[src/rtl/baccarat_pkg.sv]
// baccarat_pkg: card codes, LFSR constants and scoring helpers shared by datapath and state machine
package baccarat_pkg;
  localparam int LFSR_W = 6;
  localparam int TAP_HI = 5;
  localparam int TAP_LO = 4;
  localparam logic [LFSR_W-1:0] LFSR_ONE = 6'b000001;
  localparam logic [3:0] CARD_EMPTY = 4'd0;
  localparam logic [3:0] CARD_ACE   = 4'd1;
  localparam logic [3:0] CARD_TEN   = 4'd10;
  localparam logic [3:0] CARD_JACK  = 4'd11;
  localparam logic [3:0] CARD_QUEEN = 4'd12;
  localparam logic [3:0] CARD_KING  = 4'd13;
  function automatic logic [3:0] card_val(input logic [3:0] c);
    return (c >= CARD_TEN) ? 4'd0 : c;
  endfunction
  function automatic logic [3:0] hand_score(input logic [3:0] a, input logic [3:0] b, input logic [3:0] c);
    logic [4:0] s;
    s = 5'(card_val(a)) + 5'(card_val(b)) + 5'(card_val(c));
    s = (s >= 5'd20) ? s - 5'd20 : s;
    s = (s >= 5'd10) ? s - 5'd10 : s;
    return s[3:0];
  endfunction
endpackage

[src/rtl/baccarat_datapath_if.sv]
// baccarat_datapath_if: load strobes, entropy and score/card outputs between state machine and datapath
interface baccarat_datapath_if;
  logic load_pcard1, load_pcard2, load_pcard3;
  logic load_dcard1, load_dcard2, load_dcard3;
  logic entropy;
  logic [3:0] pscore, dscore, pcard3;
  logic [11:0] pcards, dcards;
  modport master (
    output load_pcard1, load_pcard2, load_pcard3, load_dcard1, load_dcard2, load_dcard3, entropy,
    input  pscore, dscore, pcard3, pcards, dcards
  );
  modport slave (
    input  load_pcard1, load_pcard2, load_pcard3, load_dcard1, load_dcard2, load_dcard3, entropy,
    output pscore, dscore, pcard3, pcards, dcards
  );
endinterface

[src/rtl/card7seg.sv]
// card7seg: card code to active-low gfedcba segment pattern (blank when empty)
module card7seg
  import baccarat_pkg::*;
(
  input  logic [3:0] card_i,
  output logic [6:0] seg_o
);
  always_comb begin
    seg_o = 7'b1111111;
    case (card_i)
      CARD_ACE:   seg_o = 7'b0001000;
      4'd2:       seg_o = 7'b0100100;
      4'd3:       seg_o = 7'b0110000;
      4'd4:       seg_o = 7'b0011001;
      4'd5:       seg_o = 7'b0010010;
      4'd6:       seg_o = 7'b0000010;
      4'd7:       seg_o = 7'b1111000;
      4'd8:       seg_o = 7'b0000000;
      4'd9:       seg_o = 7'b0010000;
      CARD_TEN:   seg_o = 7'b1000000;
      CARD_JACK:  seg_o = 7'b1100001;
      CARD_QUEEN: seg_o = 7'b0011000;
      CARD_KING:  seg_o = 7'b0001001;
      default:    seg_o = 7'b1111111;
    endcase
  end
endmodule

[src/rtl/baccarat_datapath.sv]
// baccarat_datapath: LFSR card source, six card slots and mod-10 hand scores.
// Define BACCARAT_HEX_EN to add HEX0..HEX5 seven-segment outputs.
module baccarat_datapath
  import baccarat_pkg::*;
#(
  parameter logic [LFSR_W-1:0] SEED = 6'b000001
) (
  input  logic slow_clock,
  input  logic resetb,
  baccarat_datapath_if.slave bus
`ifdef BACCARAT_HEX_EN
  ,
  output logic [6:0] HEX0,
  output logic [6:0] HEX1,
  output logic [6:0] HEX2,
  output logic [6:0] HEX3,
  output logic [6:0] HEX4,
  output logic [6:0] HEX5
`endif
);
  logic [LFSR_W-1:0] lfsr_q, lfsr_d, lfsr_shift;
  logic [3:0] current_card;
  logic [2:0] pload, dload;
  logic [2:0][3:0] pcard_q, dcard_q;
  assign lfsr_shift = {lfsr_q[LFSR_W-2:0], lfsr_q[TAP_HI] ^ lfsr_q[TAP_LO] ^ bus.entropy};
  // an all-zero state would never leave, so substitute 1
  assign lfsr_d = (lfsr_shift == '0) ? LFSR_ONE : lfsr_shift;
  assign current_card = 4'(lfsr_q % 6'd13) + 4'd1;
  assign pload = {bus.load_pcard3, bus.load_pcard2, bus.load_pcard1};
  assign dload = {bus.load_dcard3, bus.load_dcard2, bus.load_dcard1};
  always_ff @(posedge slow_clock or negedge resetb) begin
    if (!resetb) begin
      lfsr_q  <= SEED;
      pcard_q <= '0;
      dcard_q <= '0;
    end else begin
      lfsr_q <= lfsr_d;
      for (int i = 0; i < 3; i++) begin
        if (pload[i]) pcard_q[i] <= current_card;
        if (dload[i]) dcard_q[i] <= current_card;
      end
    end
  end
  assign bus.pscore = hand_score(pcard_q[0], pcard_q[1], pcard_q[2]);
  assign bus.dscore = hand_score(dcard_q[0], dcard_q[1], dcard_q[2]);
  assign bus.pcard3 = pcard_q[2];
  assign bus.pcards = pcard_q;
  assign bus.dcards = dcard_q;
`ifdef BACCARAT_HEX_EN
  logic [5:0][3:0] all_cards;
  logic [5:0][6:0] hex;
  assign all_cards = {dcard_q, pcard_q};
  for (genvar g = 0; g < 6; g++) begin : g_hex
    card7seg u_seg (.card_i(all_cards[g]), .seg_o(hex[g]));
  end
  assign {HEX5, HEX4, HEX3, HEX2, HEX1, HEX0} = hex;
`endif
endmodule

[src/flat_wrapper.sv]
// flat-port wrapper written by rule: the top's interface ports become plain ports
module baccarat_datapath_flat import baccarat_pkg::*;
#(
  parameter logic [LFSR_W-1:0] SEED = 6'b000001
)
  (slow_clock, resetb, bus_load_pcard1, bus_load_pcard2, bus_load_pcard3, bus_load_dcard1, bus_load_dcard2, bus_load_dcard3, bus_entropy, bus_pscore, bus_dscore, bus_pcard3, bus_pcards, bus_dcards);
  baccarat_datapath_if bus_i ();
  input  logic slow_clock;
  input  logic resetb;
  input wire logic [$bits(bus_i.load_pcard1)-1:0] bus_load_pcard1;
  input wire logic [$bits(bus_i.load_pcard2)-1:0] bus_load_pcard2;
  input wire logic [$bits(bus_i.load_pcard3)-1:0] bus_load_pcard3;
  input wire logic [$bits(bus_i.load_dcard1)-1:0] bus_load_dcard1;
  input wire logic [$bits(bus_i.load_dcard2)-1:0] bus_load_dcard2;
  input wire logic [$bits(bus_i.load_dcard3)-1:0] bus_load_dcard3;
  input wire logic [$bits(bus_i.entropy)-1:0] bus_entropy;
  output wire logic [$bits(bus_i.pscore)-1:0] bus_pscore;
  output wire logic [$bits(bus_i.dscore)-1:0] bus_dscore;
  output wire logic [$bits(bus_i.pcard3)-1:0] bus_pcard3;
  output wire logic [$bits(bus_i.pcards)-1:0] bus_pcards;
  output wire logic [$bits(bus_i.dcards)-1:0] bus_dcards;
  assign bus_i.load_pcard1 = bus_load_pcard1;
  assign bus_i.load_pcard2 = bus_load_pcard2;
  assign bus_i.load_pcard3 = bus_load_pcard3;
  assign bus_i.load_dcard1 = bus_load_dcard1;
  assign bus_i.load_dcard2 = bus_load_dcard2;
  assign bus_i.load_dcard3 = bus_load_dcard3;
  assign bus_i.entropy = bus_entropy;
  assign bus_pscore = bus_i.pscore;
  assign bus_dscore = bus_i.dscore;
  assign bus_pcard3 = bus_i.pcard3;
  assign bus_pcards = bus_i.pcards;
  assign bus_dcards = bus_i.dcards;
  baccarat_datapath #(.SEED(SEED)) u_core (.slow_clock(slow_clock), .resetb(resetb), .bus(bus_i));
endmodule
[config.mk]
export PLATFORM = sky130hd
export DESIGN_NAME = baccarat_datapath_flat
export DESIGN_NICKNAME = d
export VERILOG_FILES = /design/src/rtl/baccarat_pkg.sv /design/src/rtl/baccarat_datapath_if.sv /design/src/rtl/card7seg.sv /design/src/rtl/baccarat_datapath.sv /design/src/flat_wrapper.sv
export SDC_FILE = /design/constraint.sdc
export NUM_CORES = 1
export LEC_CHECK = 0
export CORE_AREA = 8 8 77 79
export DETAILED_ROUTE_END_ITERATION = 12
export DIE_AREA = 0 0 85 87
export PLACE_DENSITY = 0.84
export SYNTH_ARGS = -nofsm -noshare
export SYNTH_HDL_FRONTEND = slang
export SYNTH_HIERARCHICAL = 1
export SYNTH_SLANG_ARGS = --single-unit
[constraint.sdc]
create_clock -name slow_clock -period 12.2 [get_ports slow_clock]
set_input_delay 1.83 -clock slow_clock [delete_from_list [all_inputs] [get_ports slow_clock]]
set_output_delay 1.83 -clock slow_clock [all_outputs]
set_load 0.01 [all_outputs]
==> flow_metrics.tcl <==
set metrics [dict create \
    start_util_pct 51.2 \
    syn2layout_area_growth_pct 21.4 \
    rsz0062_at_grt "false" \
    synth_edf_count 0 \
    crit_path_end_kind "output pin" \
    finalHoldViolCount 0 \
    outcome "finished, final reports clean" \
    drive_gt1_share_pct 10.6 \
    path_class "reg -> out" \
    num_rows 26 \
    num_io_pins 45 \
    synth_area_um2 2480 \
    tns_ns 0 \
    fin_crit_ns 6.28 \
    hold_buffers 0 \
    n_fill_cell 406 \
    relSlewSlack_pct 51.9 \
    critPathLaunchType "register" \
    clk_latency_ns 0.27 \
    maxSlewViolCount 0 \
    wl_per_cell_um 15.2 \
    setup_violations 0 \
    syn_nets 289 \
    min_path_type "reg -> reg" \
    cts_root_buf "clkbuf_8" \
    via_per_inst 5.74 \
    cap_violations 0 \
    die_w_um 85 \
    max_stage_delay_ns 0.57 \
    fin_skew_ns 0.00527 \
    yosys_most_used_dff "dfrtp_1" \
    htreeDepth 2 \
    grt_usage_pct 15.0 \
    drt-total-wl_mm 5.29 \
    port_buffers 44 \
    crit_arrival_ns 4.45 \
    antenna_found_initial 0 \
    clk_transition_reported_paths_ns 0.06 \
    drt_pre_antenna_iters 4 \
    nets 326 \
    async_flop_share_pct 100 \
    seqCellArea_um2 752 \
    r2r_setup_slack_ns 7.05 \
    post-route-period-util_pct 51.5 \
    pre_cts_slack_ns 6.25 \
    overflow 0 \
    final_common_cell "clkdlybuf4s50_1" \
    clock-sinks 30 \
    ant_nets 0 \
    grt_max_degree 31 \
    cts_tree "built" \
    dpl.hpwl_mm 4.16 \
    final_area_um2 3010 \
    avgSynthCellArea_um2 9.77 \
    postPlaceCellArea_um2 2920 \
    dieArea_um2 7400 \
    gp_congestion 0.821 \
    seq_area_frac_synth_pct 30.3 \
    worstPathCellList "o21ai_0 -> and2_1 -> fa_1 -> ha_1 -> fa_1 -> xnor2_1 -> ha_1 -> nor2b_1 -> a21oi_1 -> o311ai_0 -> mux2i_1 -> clkdlybuf4s50_1" \
    cp.required_ns 10.37 \
    multi_input_area_um2 1610 \
    slowest_stage "o311ai_0" \
    synth_cell_types 47 \
    tightestPinTransition_ns 0.716 \
    cts_resized 0 \
    remaining_drc_errors 0 \
    clock.fmax_mhz 159 \
    grt_pass1_vias 2001 \
    fp.dieH_um 87 \
    grt_pass1_wl_mm 9.14 \
    ys_ff_latch 30 \
    diodes 0 \
    synthCells 254 \
    num_vias 1999 \
    core_area_um2 4850 \
    drt_iter0_drc 71 \
    ys_warn_count 6 \
    cp_max_fo 6 \
    clockBufferDepth 2 \
    mostFrequentLayoutCells "clkdlybuf4s50_1 (44), dfrtp_1 (29), nor2b_1 (23), a21oi_1 (19), nor2_1 (19)" \
    post_cts_buffers 0 \
    cts_made_buffers 5 \
    fin_ws_ns 5.92 \
]
-- cell type report --
class / instances / share of cell area [%]
Clock buffer: 7 / 2.87
Tap cell: 56 / 2.33
Sequential cell: 30 / 25.0
Inverter: 10 / 1.25
Clock inverter: 1 / 0.166
Timing Repair Buffer: 45 / 14.9
Multi-Input combinational cell: 199 / 53.6
-- through the flow --
| step | hold WS, ns | instances | utilization (%) |
|---|---|---|---|
| after floorplan | 0.497 | 254 | - |
| after global placement | 0.437 | 340 | 60.3 |
| after detailed placement | 0.436 | 340 | 60.3 |
| after CTS | 0.449 | 348 | 62.2 |
| after global routing | 0.456 | 348 | 62.2 |
| final | 0.444 | 348 | 62.2 |
-- layer usage --
layer  up-vias  track usage (%)  routed length, um
met5         -                0                  0
met4         0             5.34                 65
met3        10             4.15                253
met2        50             27.4               2770
met1       958             16.2               2210
li1        981                -                  -
-- cells by family (layout without fill, tap and decap cells) --
logic type,count (synthesis),after routing,synth area share (%)
AOI/OAI and AO/OA,66,66,19.0
adders and majority gates,26,26,16.1
xor gates and xnor gates,11,11,3.88
and+or+nand+nor,77,77,17.4
DFF,30,30,30.3
muxes,19,19,8.67
buffers and inverters,25,63,4.64
-- synthesized netlist by cell type (3+ instances only) --
master    instances  area share, %
ha_1             16            8.1
a31o_1            6            2.1
mux2_2           12            5.4
nor2b_1          23            5.8
xnor2_1           8            2.8
clkbuf_1          6           0.91
and2_1            7            1.8
nor3b_1           7            2.1
nor3_1            6            1.2
a21oi_1          19            3.8
nand2_1           7            1.1
a31oi_1           3           0.76
mux2i_1           5            2.0
inv_1            10            1.5
dfrtp_1          29             29
buf_4             4            1.2
o21ai_0          14            2.8
fa_1             10            8.1
nor2_1           19            2.9
xor2_1            3            1.1
buf_2             5            1.0
-- flip-flops by register name, summed over array words and instances (netlist names) --
name and count:
u_core/lfsr_q 6, u_core/bus.pcard3 4, u_core/bus.pcards 8, u_core/bus.dcards 12
-- path summary, 6_finish.rpt --
kind / startpoint / to / depth (start not counted)
worst min register to register: u_core/lfsr_q[0]$_DFF_PN1_ / u_core/lfsr_q[1]$_DFF_PN0_ / 0
max in group asynchronous: resetb / u_core/lfsr_q[0]$_DFF_PN1_ / 2
worst min-delay path: u_core/lfsr_q[0]$_DFF_PN1_ / u_core/lfsr_q[1]$_DFF_PN0_ / 0
worst max register to register: u_core/lfsr_q[4]$_DFF_PN0_ / u_core/bus.dcards[6]$_DFFE_PN0P_ / 15
worst max-delay path: u_core/bus.pcards[3]$_DFFE_PN0P_ / bus_pscore[2] / 12
min in group asynchronous: resetb / u_core/lfsr_q[5]$_DFF_PN0_ / 2
-- critical path: cells and delay by family, from the launching register on --
kind,cells,cell delay [ns]
buffers and inverters,1,0.56
multiplexers,1,0.26
AND/OR/NAND/NOR,2,0.36
XOR/XNOR,1,0.41
adder cells (fa/ha/maj),4,1.39
flip-flops,1,0.43
AO/OA/AOI/OAI,3,0.76
Power is not shown: default switching activity piles up to over one toggle a cycle in this logic, so the estimate is an artifact.
